### src/rtl/sw_pkg.sv
// sw_pkg: shared base encoding, complement helper and feeder state type
package sw_pkg;
  localparam int BASE_W = 2;
  typedef enum logic [BASE_W-1:0] {BASE_A, BASE_C, BASE_G, BASE_T} base_t;
  typedef enum logic [2:0] {ST_IDLE, ST_LOAD, ST_SHIFT, ST_GAP, ST_STREAM, ST_DRAIN} feeder_state_t;
  function automatic logic [BASE_W-1:0] sw_base_comp(input logic [BASE_W-1:0] b);
    return b ^ BASE_T;
  endfunction
endpackage

### src/rtl/sw_array_feeder_if.sv
// sw_array_feeder_if: short-read and reference valid/ready streams into the feeder
interface sw_array_feeder_if;
  import sw_pkg::*;
  logic [BASE_W-1:0] read_base;
  logic read_valid;
  logic read_last;
  logic read_ready;
  logic [BASE_W-1:0] ref_base;
  logic ref_valid;
  logic ref_last;
  logic ref_ready;
  modport master (output read_base, read_valid, read_last, ref_base, ref_valid, ref_last,
                  input read_ready, ref_ready);
  modport slave (input read_base, read_valid, read_last, ref_base, ref_valid, ref_last,
                 output read_ready, ref_ready);
endinterface

### src/rtl/sw_read_buf.sv
// sw_read_buf: short-read slot register file, one write port and one async read port
module sw_read_buf
  import sw_pkg::*;
#(
  parameter int NUM_PE = 8,
  localparam int AW = NUM_PE > 1 ? $clog2(NUM_PE) : 1
) (
  input  logic              clk,
  input  logic              rst,
  input  logic              wr_en,
  input  logic [AW-1:0]     wr_addr,
  input  logic [BASE_W-1:0] wr_data,
  input  logic [AW-1:0]     rd_addr,
  output logic [BASE_W-1:0] rd_data
);
  logic [BASE_W-1:0] mem [1 << AW];
  always_ff @(posedge clk or negedge rst)
    if (!rst) mem <= '{default: '0};
    else if (wr_en) mem[wr_addr] <= wr_data;
  assign rd_data = mem[rd_addr];
endmodule

### src/rtl/sw_array_feeder.sv
// sw_array_feeder: loads a short read into the SW PE chain then streams the reference; SW_FEEDER_REVCOMP_EN adds read_rc reverse-complement loading
module sw_array_feeder
  import sw_pkg::*;
#(
  parameter int NUM_PE    = 8,
  parameter int LEN_W     = 16,
  parameter int DRAIN_CYC = NUM_PE + 2
) (
  input  logic              clk,
  input  logic              rst,
  sw_array_feeder_if.slave  up,
`ifdef SW_FEEDER_REVCOMP_EN
  input  logic              read_rc,
`endif
  output logic [BASE_W-1:0] S_out,
  output logic              store_S_out,
  output logic [BASE_W-1:0] T_out,
  output logic              init_out,
  output logic              busy,
  output logic              done,
  output logic              len_err,
  output logic [LEN_W-1:0]  ref_count
);
  localparam int AW = NUM_PE > 1 ? $clog2(NUM_PE) : 1;
  localparam int NW = $clog2(NUM_PE + 1);
  localparam int CW = $clog2((DRAIN_CYC > NUM_PE ? DRAIN_CYC : NUM_PE) + 1);
  feeder_state_t state;
  logic [CW-1:0] cnt;
  logic [NW-1:0] nv, nv_n;
  logic [AW-1:0] idx, k_n, ridx;
  logic [BASE_W-1:0] rd_data, sv, emit, s_nxt;
  logic beat, end_read, rc_n;
  assign up.read_ready = rst && (state == ST_IDLE || state == ST_LOAD);
  assign up.ref_ready = state == ST_STREAM;
  assign beat = up.read_valid && up.read_ready;
`ifdef SW_FEEDER_REVCOMP_EN
  logic rc;
  assign rc_n = state == ST_IDLE ? read_rc : rc;
`else
  assign rc_n = 1'b0;
`endif
  // Slots past the received length read as A; the final beat is bypassed so SHIFT can start next cycle
  always_comb begin
    idx = state == ST_LOAD ? cnt[AW-1:0] : '0;
    end_read = up.read_last || idx == AW'(NUM_PE - 1);
    k_n = state == ST_SHIFT ? cnt[AW-1:0] + AW'(1) : '0;
    nv_n = state == ST_SHIFT ? nv : NW'(idx) + NW'(1);
    ridx = rc_n ? k_n : AW'(NUM_PE - 1) - k_n;
    sv = (beat && idx == ridx) ? up.read_base : rd_data;
    emit = NW'(ridx) < nv_n ? sv : BASE_A;
    s_nxt = rc_n ? sw_base_comp(emit) : emit;
  end
  sw_read_buf #(.NUM_PE(NUM_PE)) u_buf (
    .clk(clk), .rst(rst), .wr_en(beat), .wr_addr(idx), .wr_data(up.read_base),
    .rd_addr(ridx), .rd_data(rd_data)
  );
  always_ff @(posedge clk or negedge rst) begin
    if (!rst) begin
      state <= ST_IDLE;
      cnt <= '0;
      nv <= '0;
      S_out <= '0;
      store_S_out <= 1'b0;
      T_out <= '0;
      init_out <= 1'b0;
      busy <= 1'b0;
      done <= 1'b0;
      len_err <= 1'b0;
      ref_count <= '0;
`ifdef SW_FEEDER_REVCOMP_EN
      rc <= 1'b0;
`endif
    end else begin
      done <= 1'b0;
      init_out <= 1'b0;
      case (state)
        ST_IDLE, ST_LOAD: if (beat) begin
          busy <= 1'b1;
          len_err <= end_read && !(up.read_last && idx == AW'(NUM_PE - 1));
`ifdef SW_FEEDER_REVCOMP_EN
          rc <= rc_n;
`endif
          if (end_read) begin
            state <= ST_SHIFT;
            cnt <= '0;
            nv <= nv_n;
            ref_count <= '0;
            store_S_out <= 1'b1;
            S_out <= s_nxt;
          end else begin
            state <= ST_LOAD;
            cnt <= CW'(idx) + CW'(1);
          end
        end
        ST_SHIFT: if (cnt == CW'(NUM_PE - 1)) begin
          state <= ST_GAP;
          store_S_out <= 1'b0;
        end else begin
          cnt <= cnt + CW'(1);
          S_out <= s_nxt;
        end
        ST_GAP: state <= ST_STREAM;
        ST_STREAM: if (up.ref_valid) begin
          T_out <= up.ref_base;
          init_out <= 1'b1;
          ref_count <= ref_count + LEN_W'(ref_count != '1);
          if (up.ref_last) begin
            state <= ST_DRAIN;
            cnt <= '0;
          end
        end
        ST_DRAIN: begin
          cnt <= cnt + CW'(1);
          done <= cnt == CW'(DRAIN_CYC - 1);
          if (cnt == CW'(DRAIN_CYC)) begin
            state <= ST_IDLE;
            busy <= 1'b0;
          end
        end
        default: state <= ST_IDLE;
      endcase
    end
  end
endmodule

### src/flat_wrapper.sv
// flat-port wrapper written by rule: the top's interface ports become plain ports
module sw_array_feeder_flat import sw_pkg::*;
#(
  parameter int NUM_PE    = 8,
  parameter int LEN_W     = 16,
  parameter int DRAIN_CYC = NUM_PE + 2
)
  (clk, rst, S_out, store_S_out, T_out, init_out, busy, done, len_err, ref_count, up_read_base, up_read_valid, up_read_last, up_ref_base, up_ref_valid, up_ref_last, up_read_ready, up_ref_ready);
  sw_array_feeder_if up_i ();
  input  logic clk;
  input  logic rst;
  output logic [BASE_W-1:0] S_out;
  output logic store_S_out;
  output logic [BASE_W-1:0] T_out;
  output logic init_out;
  output logic busy;
  output logic done;
  output logic len_err;
  output logic [LEN_W-1:0] ref_count;
  input wire logic [$bits(up_i.read_base)-1:0] up_read_base;
  input wire logic [$bits(up_i.read_valid)-1:0] up_read_valid;
  input wire logic [$bits(up_i.read_last)-1:0] up_read_last;
  input wire logic [$bits(up_i.ref_base)-1:0] up_ref_base;
  input wire logic [$bits(up_i.ref_valid)-1:0] up_ref_valid;
  input wire logic [$bits(up_i.ref_last)-1:0] up_ref_last;
  output wire logic [$bits(up_i.read_ready)-1:0] up_read_ready;
  output wire logic [$bits(up_i.ref_ready)-1:0] up_ref_ready;
  assign up_i.read_base = up_read_base;
  assign up_i.read_valid = up_read_valid;
  assign up_i.read_last = up_read_last;
  assign up_i.ref_base = up_ref_base;
  assign up_i.ref_valid = up_ref_valid;
  assign up_i.ref_last = up_ref_last;
  assign up_read_ready = up_i.read_ready;
  assign up_ref_ready = up_i.ref_ready;
  sw_array_feeder #(.NUM_PE(NUM_PE), .LEN_W(LEN_W), .DRAIN_CYC(DRAIN_CYC)) u_core (.clk(clk), .rst(rst), .up(up_i), .S_out(S_out), .store_S_out(store_S_out), .T_out(T_out), .init_out(init_out), .busy(busy), .done(done), .len_err(len_err), .ref_count(ref_count));
endmodule
### config.mk
export PLATFORM = sky130hd
export DESIGN_NAME = sw_array_feeder_flat
export DESIGN_NICKNAME = d
export VERILOG_FILES = /design/src/rtl/sw_pkg.sv /design/src/rtl/sw_array_feeder_if.sv /design/src/rtl/sw_read_buf.sv /design/src/rtl/sw_array_feeder.sv /design/src/flat_wrapper.sv
export SDC_FILE = /design/constraint.sdc
export NUM_CORES = 1
export LEC_CHECK = 0
export BUFFER_PORTS_ARGS = -buffer_cell sky130_fd_sc_hd__buf_4
export CORE_ASPECT_RATIO = 0.7
export CORE_MARGIN = 2
export CORE_UTILIZATION = 38
export CTS_CLUSTER_SIZE = 25
export DETAILED_ROUTE_END_ITERATION = 6
export PLACE_DENSITY_LB_ADDON = 0.25
export SYNTH_ARGS = -nofsm -noshare
export SYNTH_HDL_FRONTEND = slang
export SYNTH_SLANG_ARGS = --single-unit
### constraint.sdc
create_clock -name clk -period 2.8 [get_ports clk]
set_input_delay 0.56 -clock clk [delete_from_list [all_inputs] [get_ports clk]]
set_output_delay 0.56 -clock clk [all_outputs]
set_load 0.005 [all_outputs]
Yosys cells after proc, flatten, opt, wreduce, memory -nomap -nowiden
Cells that the tools add are included.
{"block": "classes", "add_sub_neg": 5, "n_lt_le_gt_ge": 4, "eq_ne": 18, "mux": 42, "bitwise_logic": 2, "reduce_logical": 24}
{"operator": "two-way mux 16 bit", "count": 3}
{"operator": "case mux 16 bit (2 select lines)", "count": 1}
{"operator": "two-way mux 4 bit", "count": 6}
{"operator": "two-way mux 3 bit", "count": 7}
{"operator": "two-way mux 2 bit", "count": 9}
{"operator": "adder 16 x 1 -> 16 bit", "count": 1}
{"operator": "bitwise mux 16 bit", "count": 1}
{"operator": "inequality test 16 bit (second input constant)", "count": 1}
{"operator": "case mux 4 bit (4 select lines)", "count": 1}
{"operator": "case mux 3 bit (5 select lines)", "count": 1}
{"operator": "AND reduction 4 bit", "count": 3}
{"operator": "AND reduction 5 bit", "count": 2}
{"operator": "== test 3 bit (second input constant)", "count": 3}
{"operator": "== test 4 bit (second input constant)", "count": 2}
{"operator": "greater-or-equal comparator 4 bit (second input constant)", "count": 2}
{"operator": "two-way mux 1 bit", "count": 8}
{"operator": "inequality test 2 bit (second input constant)", "count": 4}
{"operator": "inverter 3 -> 4 bit", "count": 2}
{"operator": "binary-select mux 2 bit (select 3 bit)", "count": 1}
{"operator": "demux 2 bit (select 3 bit)", "count": 1}
{"operator": "== test 3 x 2 -> 1 bit (second input constant)", "count": 2}
{"operator": "logical AND 1 bit", "count": 6}
{"operator": "inequality test 2 x 1 -> 1 bit (second input constant)", "count": 3}
{"operator": "AND reduction 3 bit", "count": 2}
{"operator": "18 further kinds", "count": 23}
{"block": "totals", "regBits": 52, "inputBits": 10, "output_inout_bits": 27, "wordCells": 114}

Longest topological paths before layout
Gate-level depths: netlist of the first run.
{"block": "logic_depth", "depth_word": 12, "mapped_depth": 11, "depth_no_buf": 10}

Hierarchy
A second synthesis of the first run with hierarchy kept.
{"block": "unflattened", "cells_unflattened": 271, "area_unflattened_um2": 2965.3}
{"mod": "sw_array_feeder", "instances": 1, "cells_each": 225, "area_per_inst_um2": 2178.3, "seq_area_each_um2": 900.9}
{"mod": "sw_read_buf", "instances": 1, "cells_each": 46, "area_per_inst_um2": 787.0, "seq_area_each_um2": 400.4}

Worst setup path after synthesis of the first run
Ideal clock, no wire load.
{"block": "synth_timing", "kind": "reg-to-reg", "startpoint": "register u_core.state[2]", "endpoint": "register u_core.ref_count[3]", "setup_time_ns": 0.121, "arrival_time_ns": 2.606, "t_required_ns": 2.679, "path_slack_ns": 0.073, "path_stages_with_launch": 12, "n_path_buf": 3, "period_less_slack_ns": 2.727, "path_cell_list": "dfrtp_1 > buf_2 > nor3b_1 > nand2_1 > ha_1 > buf_6 > mux2_4 > a2111oi_4 > buf_6 > nand3_1 > xor2_1 > nor2_2"}
{"block": "synth_via", "elab_chain_cells": 6, "word_cells_on_any_way": 16, "cone_classes": "6 x eq/ne; 2 x mux; 8 x reduce/logical"}
{"element": "from (decl)", "line": "sw_array_feeder.sv:27", "source": "feeder_state_t state;"}
{"element": "from (signal assigned)", "line": "sw_array_feeder.sv:59", "source": "state <= ST_IDLE;"}
{"element": "from (signal assigned)", "line": "sw_array_feeder.sv:84", "source": "state <= ST_SHIFT;"}
{"element": "from (signal assigned)", "line": "sw_array_feeder.sv:91", "source": "state <= ST_LOAD;"}
{"element": "== test 3 x 1 -> 1 bit or logical NOT 3 bit (tied branches)", "line": "sw_array_feeder.sv:33, sw_array_feeder.sv:44, sw_array_feeder.sv:76"}
{"element": "two-way mux 3 bit or logical OR 1 bit (tied branches)", "line": "sw_array_feeder.sv:44, sw_array_feeder.sv:33"}
{"element": "== test 3 bit or logical AND 1 bit (tied branches)", "line": "sw_array_feeder.sv:45, sw_array_feeder.sv:33"}
{"element": "logical OR 1 bit or logical AND 1 bit (tied branches)", "line": "sw_array_feeder.sv:45, sw_array_feeder.sv:35"}
{"element": "inequality test 2 x 1 -> 1 bit (no line)"}
{"element": "AND reduction 4 bit (no line)"}
{"element": "to (signal assigned)", "line": "sw_array_feeder.sv:106", "source": "ref_count <= ref_count + LEN_W'(ref_count != '1);"}
{"element": "to (decl)", "line": "sw_array_feeder.sv:22", "source": "output logic [LEN_W-1:0] ref_count"}
Several ways; a longest one is shown, not always the timed one.
A chain may end at the register's enable or synchronous reset.

Final worst setup path of the first run
{"block": "layout_timing", "startpoint": "register u_core.cnt[0]", "endpoint": "register u_core.ref_count[6]"}
{"block": "layout_via", "elab_chain_cells": 5}
{"element": "from (decl)", "line": "sw_array_feeder.sv:28", "source": "logic [CW-1:0] cnt;"}
{"element": "from (signal assigned)", "line": "sw_array_feeder.sv:92", "source": "cnt <= CW'(idx) + CW'(1);"}
{"element": "from (signal assigned)", "line": "sw_array_feeder.sv:99", "source": "cnt <= cnt + CW'(1);"}
{"element": "from (signal assigned)", "line": "sw_array_feeder.sv:113", "source": "cnt <= cnt + CW'(1);"}
{"element": "two-way mux 3 bit", "line": "sw_array_feeder.sv:44", "source": "idx = state == ST_LOAD ? cnt[AW-1:0] : '0;"}
{"element": "== test 3 bit", "line": "sw_array_feeder.sv:45", "source": "end_read = up.read_last || idx == AW'(NUM_PE - 1);"}
{"element": "logical OR 1 bit", "line": "sw_array_feeder.sv:45"}
{"element": "inequality test 2 x 1 -> 1 bit (no line)"}
{"element": "AND reduction 4 bit (no line)"}
Every way passes these cells.

==> results of run 1 <==
[layout make-up]
class / instances / area, um2 / share of cell area, %
Tap cell: 98 / 123 / 3.50
Clock buffer: 5 / 68.8 / 1.97
Inverter: 10 / 37.5 / 1.07
Timing Repair Buffer: 49 / 368 / 10.5
Clock inverter: 3 / 68.8 / 1.97
Multi-Input combinational cell: 227 / 1530 / 43.8
Sequential cell: 52 / 1300 / 37.2
[sequential cells by signal, summed over array words and instances, names as in the netlist]
register            count
u_core.busy             1
u_core.len_err          1
u_core.T_out            2
u_core.S_out            2
u_core.ref_count       16
u_core.nv               4
u_core.init_out         1
u_core.cnt              4
u_core.u_buf.mem       16
u_core.done             1
u_core.state            3
u_core.store_S_out      1
[kinds of logic (layout without fill, tap and decap cells)]
logic type                 after synthesis  in the layout  share of synthesized area (%)
AOI/OAI and AO/OA                       54             54                           12.1
buffers and inverters                   29             67                           4.57
adders and majority gates                8              8                           3.38
xor gates and xnor gates                16             16                           4.99
DFF                                     52             52                           44.0
and+or+nand+nor                        125            125                           21.9
muxes                                   24             24                           9.05
[power groups by stage]
stage | logic [uW] | registers, uW | clock network [uW]
floorplan | 697 | 1010 | 0
global placement | 1040 | 1040 | 0
detailed placement | 1040 | 1040 | 0
CTS | 1040 | 1030 | 642
global route | 1170 | 1060 | 673
finish | 1050 | 1030 | 623
[cell usage after synthesis (all sizes together), types with 2 or more instances]
cell | n | share of area [%]
mux2i | 5 | 1.7
nand2 | 29 | 3.7
o21bai | 2 | 0.51
nand4 | 13 | 2.7
and4 | 2 | 0.59
inv | 10 | 1.3
nand3 | 12 | 2.2
nor3b | 3 | 0.76
nand2b | 4 | 0.85
a31oi | 2 | 0.42
clkbuf | 6 | 0.80
ha | 8 | 3.4
o21ai | 24 | 4.1
mux2 | 19 | 7.4
nor2 | 32 | 4.3
nor4 | 3 | 0.63
dfrtp | 52 | 44
nand3b | 3 | 0.76
o32a | 2 | 0.68
a32oi | 2 | 0.85
buf | 13 | 2.5
and3 | 6 | 1.3
o211ai | 3 | 0.76
and2 | 3 | 0.63
a21oi | 10 | 1.7
nor3 | 8 | 1.4
a2111oi | 2 | 1.2
xnor2 | 5 | 1.5
xor2 | 11 | 3.5
[through the flow]
| step | util, % | hold slack (ns) |
|---|---|---|
| after detailed placement | 45.2 | 0.387 |
| after global placement | 45.2 | 0.382 |
| after CTS | 47.0 | 0.0378 |
| after global routing | 47.2 | 0.0254 |
| final | 47.2 | 0.0426 |
| after floorplan | - | 0.264 |
[timing repair]
| item | 4_1_cts | 5_1_grt |
|---|---|---|
| hold buffers | 0 | 0 |
| resized for setup | 0 | 3 |
| endpoints found under the hold margin | 0 | 0 |
| setup endpoints to repair | 0 | 9 |
[worst reg2reg max path: cells and delay by family (launching register included)]
kind                       cells  cell delay [ns]
DFF                            1             0.43
xor gates and xnor gates       1             0.21
buffers and inverters          1             0.25
AOI/OAI and AO/OA              1             0.30
muxes                          1             0.33
and+or+nand+nor                4             0.58
adders and majority gates      1             0.31
[per-layer routing]
metal / track usage (%) / part of all wire [%] / vias up
met5: 0 / 0 / -
met4: 4.56 / 1.0 / 0
met3: 2.94 / 6.1 / 9
met2: 24.7 / 42 / 96
met1: 28.1 / 51 / 1189
li1: - / - / 1168
[how the worst max path moves through the flow]
stage / endpoint / slack [ns]
2_1_floorplan: u_core.ref_count[3]$_DFFE_PN0P_ / 0.07
3_3_place_gp: u_core.ref_count[13]$_DFFE_PN0P_ / 0.29
3_5_place_dp: u_core.ref_count[13]$_DFFE_PN0P_ / 0.22
4_1_cts: u_core.ref_count[6]$_DFFE_PN0P_ / 0.19
5_1_grt: u_core.S_out[0]$_DFFE_PN0P_ / 0.03
6_report: u_core.ref_count[6]$_DFFE_PN0P_ / 0.28
==> flow_metrics.tcl, run 1 <==
set metrics [dict create \
    critPathLaunch "u_core.cnt[0]$_DFFE_PN0P_" \
    core.rowCount 26 \
    report.final.slew_viol_count 0 \
    comb_power_share_pct 38.9 \
    syn-mean-instance-area_um2 9.61 \
    num_antenna_cells 0 \
    grt_setup_unrepaired "no" \
    synth.distinct_cells 53 \
    die_y_um 77.8 \
    drc 0 \
    holdCritPathClass "primary input to asynchronous set/reset pin" \
    timing.critical_path.required_ns 3.00 \
    r2r-start "u_core.cnt[0]$_DFFE_PN0P_" \
    grt_start_max_net_pins 50 \
    placed_area_um2 3350 \
    worst_slack_ns 0.280 \
    share_of_layout_cells_above_drive_strength_1_pct 25.4 \
    crit_reg_reg_endpoint "u_core.ref_count[6]$_DFFE_PN0P_" \
    dpl.hpwl_mm 5.19 \
    critical_path.max_fanout 15 \
    floorplan_die_width_um 109 \
    first_pass_grt_wire_length_mm 11.8 \
    worst_path_dominant_cell_family "simple AND/OR/NAND/NOR gates" \
    core_area_um2 7420 \
    tritoncts.num_buffers 5 \
    report.final.hold_viol_count 0 \
    r2r_slack_ns 0.28 \
    p_leak_uw 0.00156 \
    portBuffers 36 \
    syn_to_final_growth_pct 18.3 \
    timing.fmax_mhz 397 \
    post_synth_instance_area_um2 2960 \
    synthesized_net_count 326 \
    yosys_warnings 0 \
    pwr_density_nw_per_um2 774 \
    crit_cells 9 \
    net-switching-power_uw 979 \
    dp_cells 436 \
    fin_total_pwr_uw 2710 \
    seq_power_share_pct 38.1 \
    die_area_um2 8520 \
    worst_slew_pin_slew_ns 0.691 \
    gp_routability_congestion 0.811 \
    mostFrequentLayoutCell "sky130_fd_sc_hd__dfrtp_1" \
    globalRoute.totalOverflow 0 \
    clock_tree_from_tritoncts "done" \
    initial_core_util_pct 39.9 \
    grt_antenna_before_repair 0 \
    ys_seq_area_share_pct 44.0 \
    setup_cp_type "flop to flop" \
    route.vias.total 2462 \
    crit_chain "and3_1 -> nand2_1 -> ha_1 -> mux2_4 -> a2111oi_4 -> buf_4 -> nand3_1 -> xor2_1 -> nor2_2" \
    post_synth_edffs 0 \
    netSwitchingFraction_pct 36.1 \
    grt.total_usage_pct 17.8 \
    layout.nets 363 \
    drt-pass1-iter-count 5 \
    drt_wl_total_mm 7.07 \
    crit_arrival_ns 2.72 \
    syn-instance-count 308 \
    start_kind "flop" \
    ys_async_sr_fraction_pct 100 \
    power_report.internal_total_uw 1730 \
    wire_per_inst_um 15.9 \
    cts_max_level 2 \
    timing.critical_path.buf_inv 1 \
    maxCapViolCount 0 \
    antenna_violating_nets_post_route 0 \
    clock_latency_ns 0.31 \
    grt_pass1_vias 2334 \
    drt_iter0_markers 188 \
    p_clk_share_pct 23.0 \
    peakVddDrop_mv 0.265 \
    end_kind "flop" \
    place_ws_ns 0.216 \
    vias_per_cell 5.55 \
    critical-path-max-stage-delay_ns 0.43 \
    final_cells 444 \
    totalNegativeSetupSlack_ns 0 \
    outcome "finished, final reports clean" \
    synth-main-ff-cell "sky130_fd_sc_hd__dfrtp_1" \
    ys_ff_latch 52 \
    fin_skew_ns 0.0117 \
    setup_fix_buffers_added_after_clock_tree_synthesis 0 \
    timing.final.crit_share_pct 90.0 \
    stdcell_area_um2 3500 \
    timing.final.setup_violations 0 \
    clock_sinks 52 \
    critical_path.slowest_cell "sky130_fd_sc_hd__dfrtp_2" \
    most_frequent_cells_in_the_layout "51 x sky130_fd_sc_hd__dfrtp_1, 49 x sky130_fd_sc_hd__buf_4, 29 x sky130_fd_sc_hd__nand2_1, 29 x sky130_fd_sc_hd__nor2_1, 23 x sky130_fd_sc_hd__o21ai_0" \
    n_fill_cell 709 \
    max_slew_margin_pct 53.5 \
    pin_count 37 \
    final.min_clock_period_ns 2.52 \
    clock_path_buffers 2 \
    reg2regPathDepth 9 \
    clk_root_buffer_cell "sky130_fd_sc_hd__clkbuf_8" \
    clk_pin_slew_ns 0.10 \
]
(Power assumes the default switching activity.)
==> inputs of run 2 (changes only) <==
Settings changed: SKIP_LAST_GASP from default to 1.
Clock period 2.8 ns to 2 ns, I/O delays scaled along.
==> flow_metrics.tcl, run 2 (synthesis results as in run 1) <==
set metrics [dict create \
    layout.nets 411 \
    peakVddDrop_mv 0.529 \
    critical-path-max-stage-delay_ns 0.43 \
    clk_pin_slew_ns 0.09 \
    worst_path_dominant_cell_family "simple AND/OR/NAND/NOR gates" \
    core.rowCount 26 \
    critical_path.slowest_cell "sky130_fd_sc_hd__dfrtp_1" \
    syn_to_final_growth_pct 36.2 \
    floorplan_die_width_um 109 \
    clock_path_buffers 2 \
    layout_top_registers "u_core.ref_count x16, u_core.u_buf.mem x16" \
    most_frequent_cells_in_the_layout "94 x sky130_fd_sc_hd__buf_4, 50 x sky130_fd_sc_hd__dfrtp_1, 27 x sky130_fd_sc_hd__nor2_1" \
    timing.critical_path.buf_inv 2 \
    area_occupied_by_multi_input_gates_um2 1710 \
    outcome "finished with violations" \
    portBuffers 36 \
    stdcell_area_um2 4030 \
    pin_count 37 \
    pwr_density_nw_per_um2 1010 \
    holdCritPathClass "primary input to asynchronous set/reset pin" \
    end_kind "flop" \
    clk_root_buffer_cell "sky130_fd_sc_hd__clkbuf_8" \
    violations_in_the_final_reports "negative setup slack" \
    clock_sinks 52 \
    tritoncts.num_buffers 5 \
    gp_routability_congestion 0.886 \
    timing.critical_path.required_ns 2.19 \
    crit_arrival_ns 2.39 \
    report.final.hold_viol_count 0 \
    maxCapViolCount 0 \
    regArea_um2 1300 \
    hold_ws_ns 0.264 \
    final.min_clock_period_ns 2.20 \
    share_of_layout_cells_above_drive_strength_1_pct 40.9 \
    final_cells 492 \
    drc 0 \
    crit_chain "nor3b_4 -> buf_4 -> nand2_2 -> ha_4 -> mux2_4 -> a2111oi_4 -> buf_12 -> nand3_1 -> xnor2_1 -> nor2_1" \
    die_area_um2 8520 \
    fin_skew_ns 0.00457 \
    drt_iter0_markers 126 \
    report.final.slew_viol_count 0 \
    die_y_um 77.8 \
    drt-pass1-iter-count 4 \
    clock_latency_ns 0.30 \
    num_antenna_cells 0 \
    route.vias.total 2577 \
    antenna_violating_nets_post_route 0 \
    globalRoute.totalOverflow 0 \
    vias_per_cell 5.24 \
    totalNegativeSetupSlack_ns -2.77 \
    worst_slew_pin_slew_ns 0.663 \
    dp_cells 476 \
    cts_max_level 2 \
    grt_start_max_net_pins 53 \
    timing.final.setup_violations 16 \
    timing.fmax_mhz 454 \
    grt_antenna_before_repair 0 \
    first_pass_grt_wire_length_mm 13.2 \
    clock_tree_from_tritoncts "done" \
    mostFrequentLayoutCell "sky130_fd_sc_hd__buf_4" \
    max_slew_margin_pct 55.8 \
    worst_slack_ns -0.204 \
    setup_cp_type "flop to flop" \
    placed_area_um2 3780 \
    grt.total_usage_pct 19.7 \
    p_leak_uw 0.00181 \
    cts_hold_buf 0 \
    initial_core_util_pct 39.9 \
    grt_setup_unrepaired "yes" \
    grt_pass1_vias 2563 \
    start_kind "flop" \
    drt_wl_total_mm 7.83 \
    dpl.hpwl_mm 5.87 \
    critical_path.max_fanout 15 \
    core_area_um2 7420 \
    n_fill_cell 688 \
    timing.final.crit_share_pct 110 \
    wire_per_inst_um 15.9 \
]
run 2: cell type report:
class / count / area share (%)
Sequential cell: 52 / 32.3
Clock inverter: 1 / 0.186
Tap cell: 98 / 3.04
Timing Repair Buffer: 97 / 18.8
Multi-Input combinational cell: 227 / 42.5
Clock buffer: 7 / 2.14
Inverter: 10 / 1.06
run 2: what timing repair did:
action | CTS | global route
endpoints found under the setup margin | 18 | 32
pin swaps | 7 | 3
buffers inserted | 6 | 2
resized for setup | 8 | 16
run 2: final timing paths:
path	endpoint	startpoint	cells past startpoint	slack, ns
worst max-delay path	u_core.ref_count[10]$_DFFE_PN0P_	u_core.state[0]$_DFFE_PN0P_	10	-0.20
worst min-delay path	u_core.state[0]$_DFFE_PN0P_	rst	2	0.26
worst max register to register	u_core.ref_count[10]$_DFFE_PN0P_	u_core.state[0]$_DFFE_PN0P_	10	-0.20
worst min register to register	u_core.u_buf.mem[1]$_DFFE_PN0P_	u_core.u_buf.mem[1]$_DFFE_PN0P_	2	0.49
max in group asynchronous	u_core.cnt[0]$_DFFE_PN0P_	rst	2	1.26
min in group clk	u_core.T_out[0]$_DFFE_PN0P_	up_ref_base[0]	2	0.33
run 2: per-layer routing:
metal	vias to the layer above	global-route usage (%)	wire length (um)
li1	1261	-	-
met1	1247	32.0	4130
met2	64	27.7	3240
met3	5	3.19	433
met4	0	2.66	30
met5	-	0	0
run 2: metrics by stage:
stage,power (uW),util [%],setup slack [ns]
2_1_floorplan,2540,-,-0.364
3_3_place_gp,3230,51.0,-0.130
3_5_place_dp,3260,51.0,-0.236
4_1_cts,4000,53.1,-0.171
5_1_grt,4350,54.4,-0.345
6_report,4060,54.4,-0.204
run 2: power breakdown:
part           switching (uW)  total (uW)  internal, uW
sequential                178        1460          1280
combinational            1000        1990           990
clock                     337         619           282
==> inputs of run 3 (changes only) <==
Settings changed: CTS_BUF_LIST from default to sky130_fd_sc_hd__clkbuf_8.
==> flow_metrics.tcl, run 3 (synthesis results as in run 1) <==
set metrics [dict create \
    outcome "finished with violations" \
    violations_in_the_final_reports "negative setup slack" \
    clock_path_buffers 2 \
    crit_arrival_ns 2.40 \
    tritoncts.num_buffers 5 \
    timing.fmax_mhz 449 \
    report.final.hold_viol_count 0 \
    stdcell_area_um2 3980 \
    grt_pass1_vias 2532 \
    num_antenna_cells 0 \
    grt_antenna_before_repair 0 \
    die_y_um 77.8 \
    peakVddDrop_mv 0.524 \
    r2r_slack_ns -0.23 \
    timing.final.setup_violations 16 \
    syn_to_final_growth_pct 34.6 \
    die_area_um2 8520 \
    p_leak_uw 0.00179 \
    end_kind "flop" \
    dpl.hpwl_mm 5.87 \
    grt_start_max_net_pins 53 \
    layout.nets 409 \
    antenna_violating_nets_post_route 0 \
    clock_sinks 52 \
    share_of_layout_cells_above_drive_strength_1_pct 39.0 \
    reg2regPathDepth 10 \
    clock_latency_ns 0.30 \
    portBuffers 36 \
    pwr_density_nw_per_um2 1010 \
    clk_root_buffer_cell "sky130_fd_sc_hd__clkbuf_8" \
    r2r-start "u_core.cnt[0]$_DFFE_PN0P_" \
    layout_top_registers "u_core.ref_count x16, u_core.u_buf.mem x16" \
    max_slew_margin_pct 56.0 \
    drt-pass1-iter-count 4 \
    drt_iter0_markers 138 \
    core_occupancy_in_the_finished_layout_pct 53.7 \
    core.rowCount 26 \
    drt_wl_total_mm 7.77 \
    placed_area_um2 3780 \
    floorplan_die_width_um 109 \
    worst_slack_ns -0.228 \
    fin_total_pwr_uw 4030 \
    report.final.slew_viol_count 0 \
    setup_cp_type "flop to flop" \
    fin_skew_ns 0.00794 \
    initial_core_util_pct 39.9 \
    clock_tree_from_tritoncts "done" \
    most_frequent_cells_in_the_layout "91 x sky130_fd_sc_hd__buf_4, 50 x sky130_fd_sc_hd__dfrtp_1, 28 x sky130_fd_sc_hd__nand2_1, 28 x sky130_fd_sc_hd__nor2_1, 20 x sky130_fd_sc_hd__o21ai_0" \
    pin_count 37 \
    core_area_um2 7420 \
    final.min_clock_period_ns 2.23 \
    wire_per_inst_um 15.9 \
    grt_setup_unrepaired "yes" \
    holdCritPathClass "primary input to asynchronous set/reset pin" \
    cts_hold_buf 0 \
    start_kind "flop" \
    first_pass_grt_wire_length_mm 13.2 \
    crit_reg_reg_endpoint "u_core.S_out[0]$_DFFE_PN0P_" \
    vias_per_cell 5.23 \
    drc 0 \
    critical_path.max_fanout 4 \
    mostFrequentLayoutCell "sky130_fd_sc_hd__buf_4" \
    maxCapViolCount 0 \
    globalRoute.totalOverflow 0 \
    timing.final.crit_share_pct 111 \
    timing.critical_path.required_ns 2.17 \
    route.vias.total 2565 \
    cts_max_level 2 \
    gp_routability_congestion 0.886 \
    worst_slew_pin_slew_ns 0.661 \
    clk_pin_slew_ns 0.09 \
    grt.total_usage_pct 19.7 \
]
run 3: worst max-delay path, stage by stage, from the launching register on:
cell and delay [ns]:
sky130_fd_sc_hd__dfrtp_2 0.44, sky130_fd_sc_hd__buf_4 0.15, sky130_fd_sc_hd__ha_4 0.17, sky130_fd_sc_hd__xor2_4 0.18, sky130_fd_sc_hd__nand2_1 0.08, sky130_fd_sc_hd__ha_2 0.31
sky130_fd_sc_hd__o21ai_1 0.06, sky130_fd_sc_hd__a22oi_1 0.24, sky130_fd_sc_hd__a32oi_2 0.18, sky130_fd_sc_hd__a32oi_1 0.20, sky130_fd_sc_hd__o21ai_1 0.09
run 3: area by class of cell:
type | instances | area, um2
Clock buffer | 6 | 82.6
Clock inverter | 2 | 11.3
Fill cell | 693 | 3430
Inverter | 10 | 42.5
Multi-Input combinational cell | 227 | 1670
Sequential cell | 52 | 1300
Tap cell | 98 | 123
Timing Repair Buffer | 95 | 746
run 3: how the worst max path moves through the flow:
stage	end	from	depth (start not counted)	slack (ns)
2_1_floorplan	u_core.ref_count[5]$_DFFE_PN0P_	u_core.state[2]$_DFFE_PN0P_	11	-0.36
3_3_place_gp	u_core.S_out[0]$_DFFE_PN0P_	u_core.state[0]$_DFFE_PN0P_	10	-0.13
3_5_place_dp	u_core.S_out[0]$_DFFE_PN0P_	u_core.cnt[0]$_DFFE_PN0P_	11	-0.24
4_1_cts	u_core.ref_count[10]$_DFFE_PN0P_	u_core.state[0]$_DFFE_PN0P_	10	-0.17
5_1_grt	u_core.S_out[0]$_DFFE_PN0P_	u_core.state[0]$_DFFE_PN0P_	10	-0.40
6_report	u_core.S_out[0]$_DFFE_PN0P_	u_core.cnt[0]$_DFFE_PN0P_	10	-0.23
run 3: through the flow:
step                      hold WS [ns]  std cells  setup slack, ns  TNS [ns]
after detailed placement         0.472        476           -0.236     -1.49
after global routing             0.306        490           -0.401     -5.39
after global placement           0.463        476           -0.130    -0.933
after CTS                        0.300        488           -0.174     -2.38
final                            0.260        490           -0.228     -3.16
after floorplan                  0.104        308           -0.364     -4.77
run 3: report_power, final:
part           switching [uW]  internal (uW)
sequential                170           1280
clock                     342            277
combinational             986            979
total                    1500           2530
run 3: routing by layer:
| metal | share of wire, % | up-vias | track usage, % |
|---|---|---|---|
| li1 | - | 1258 | - |
| met1 | 53 | 1227 | 32.2 |
| met2 | 40 | 76 | 27.3 |
| met3 | 6.3 | 4 | 3.19 |
| met4 | 0.37 | 0 | 2.66 |
| met5 | 0 | - | 0 |
run 3: timing repair:
item	4_1_cts	5_1_grt
pin swaps	4	4
setup buffers	4	2
gates resized for setup	4	12
endpoints found under the setup margin	18	31
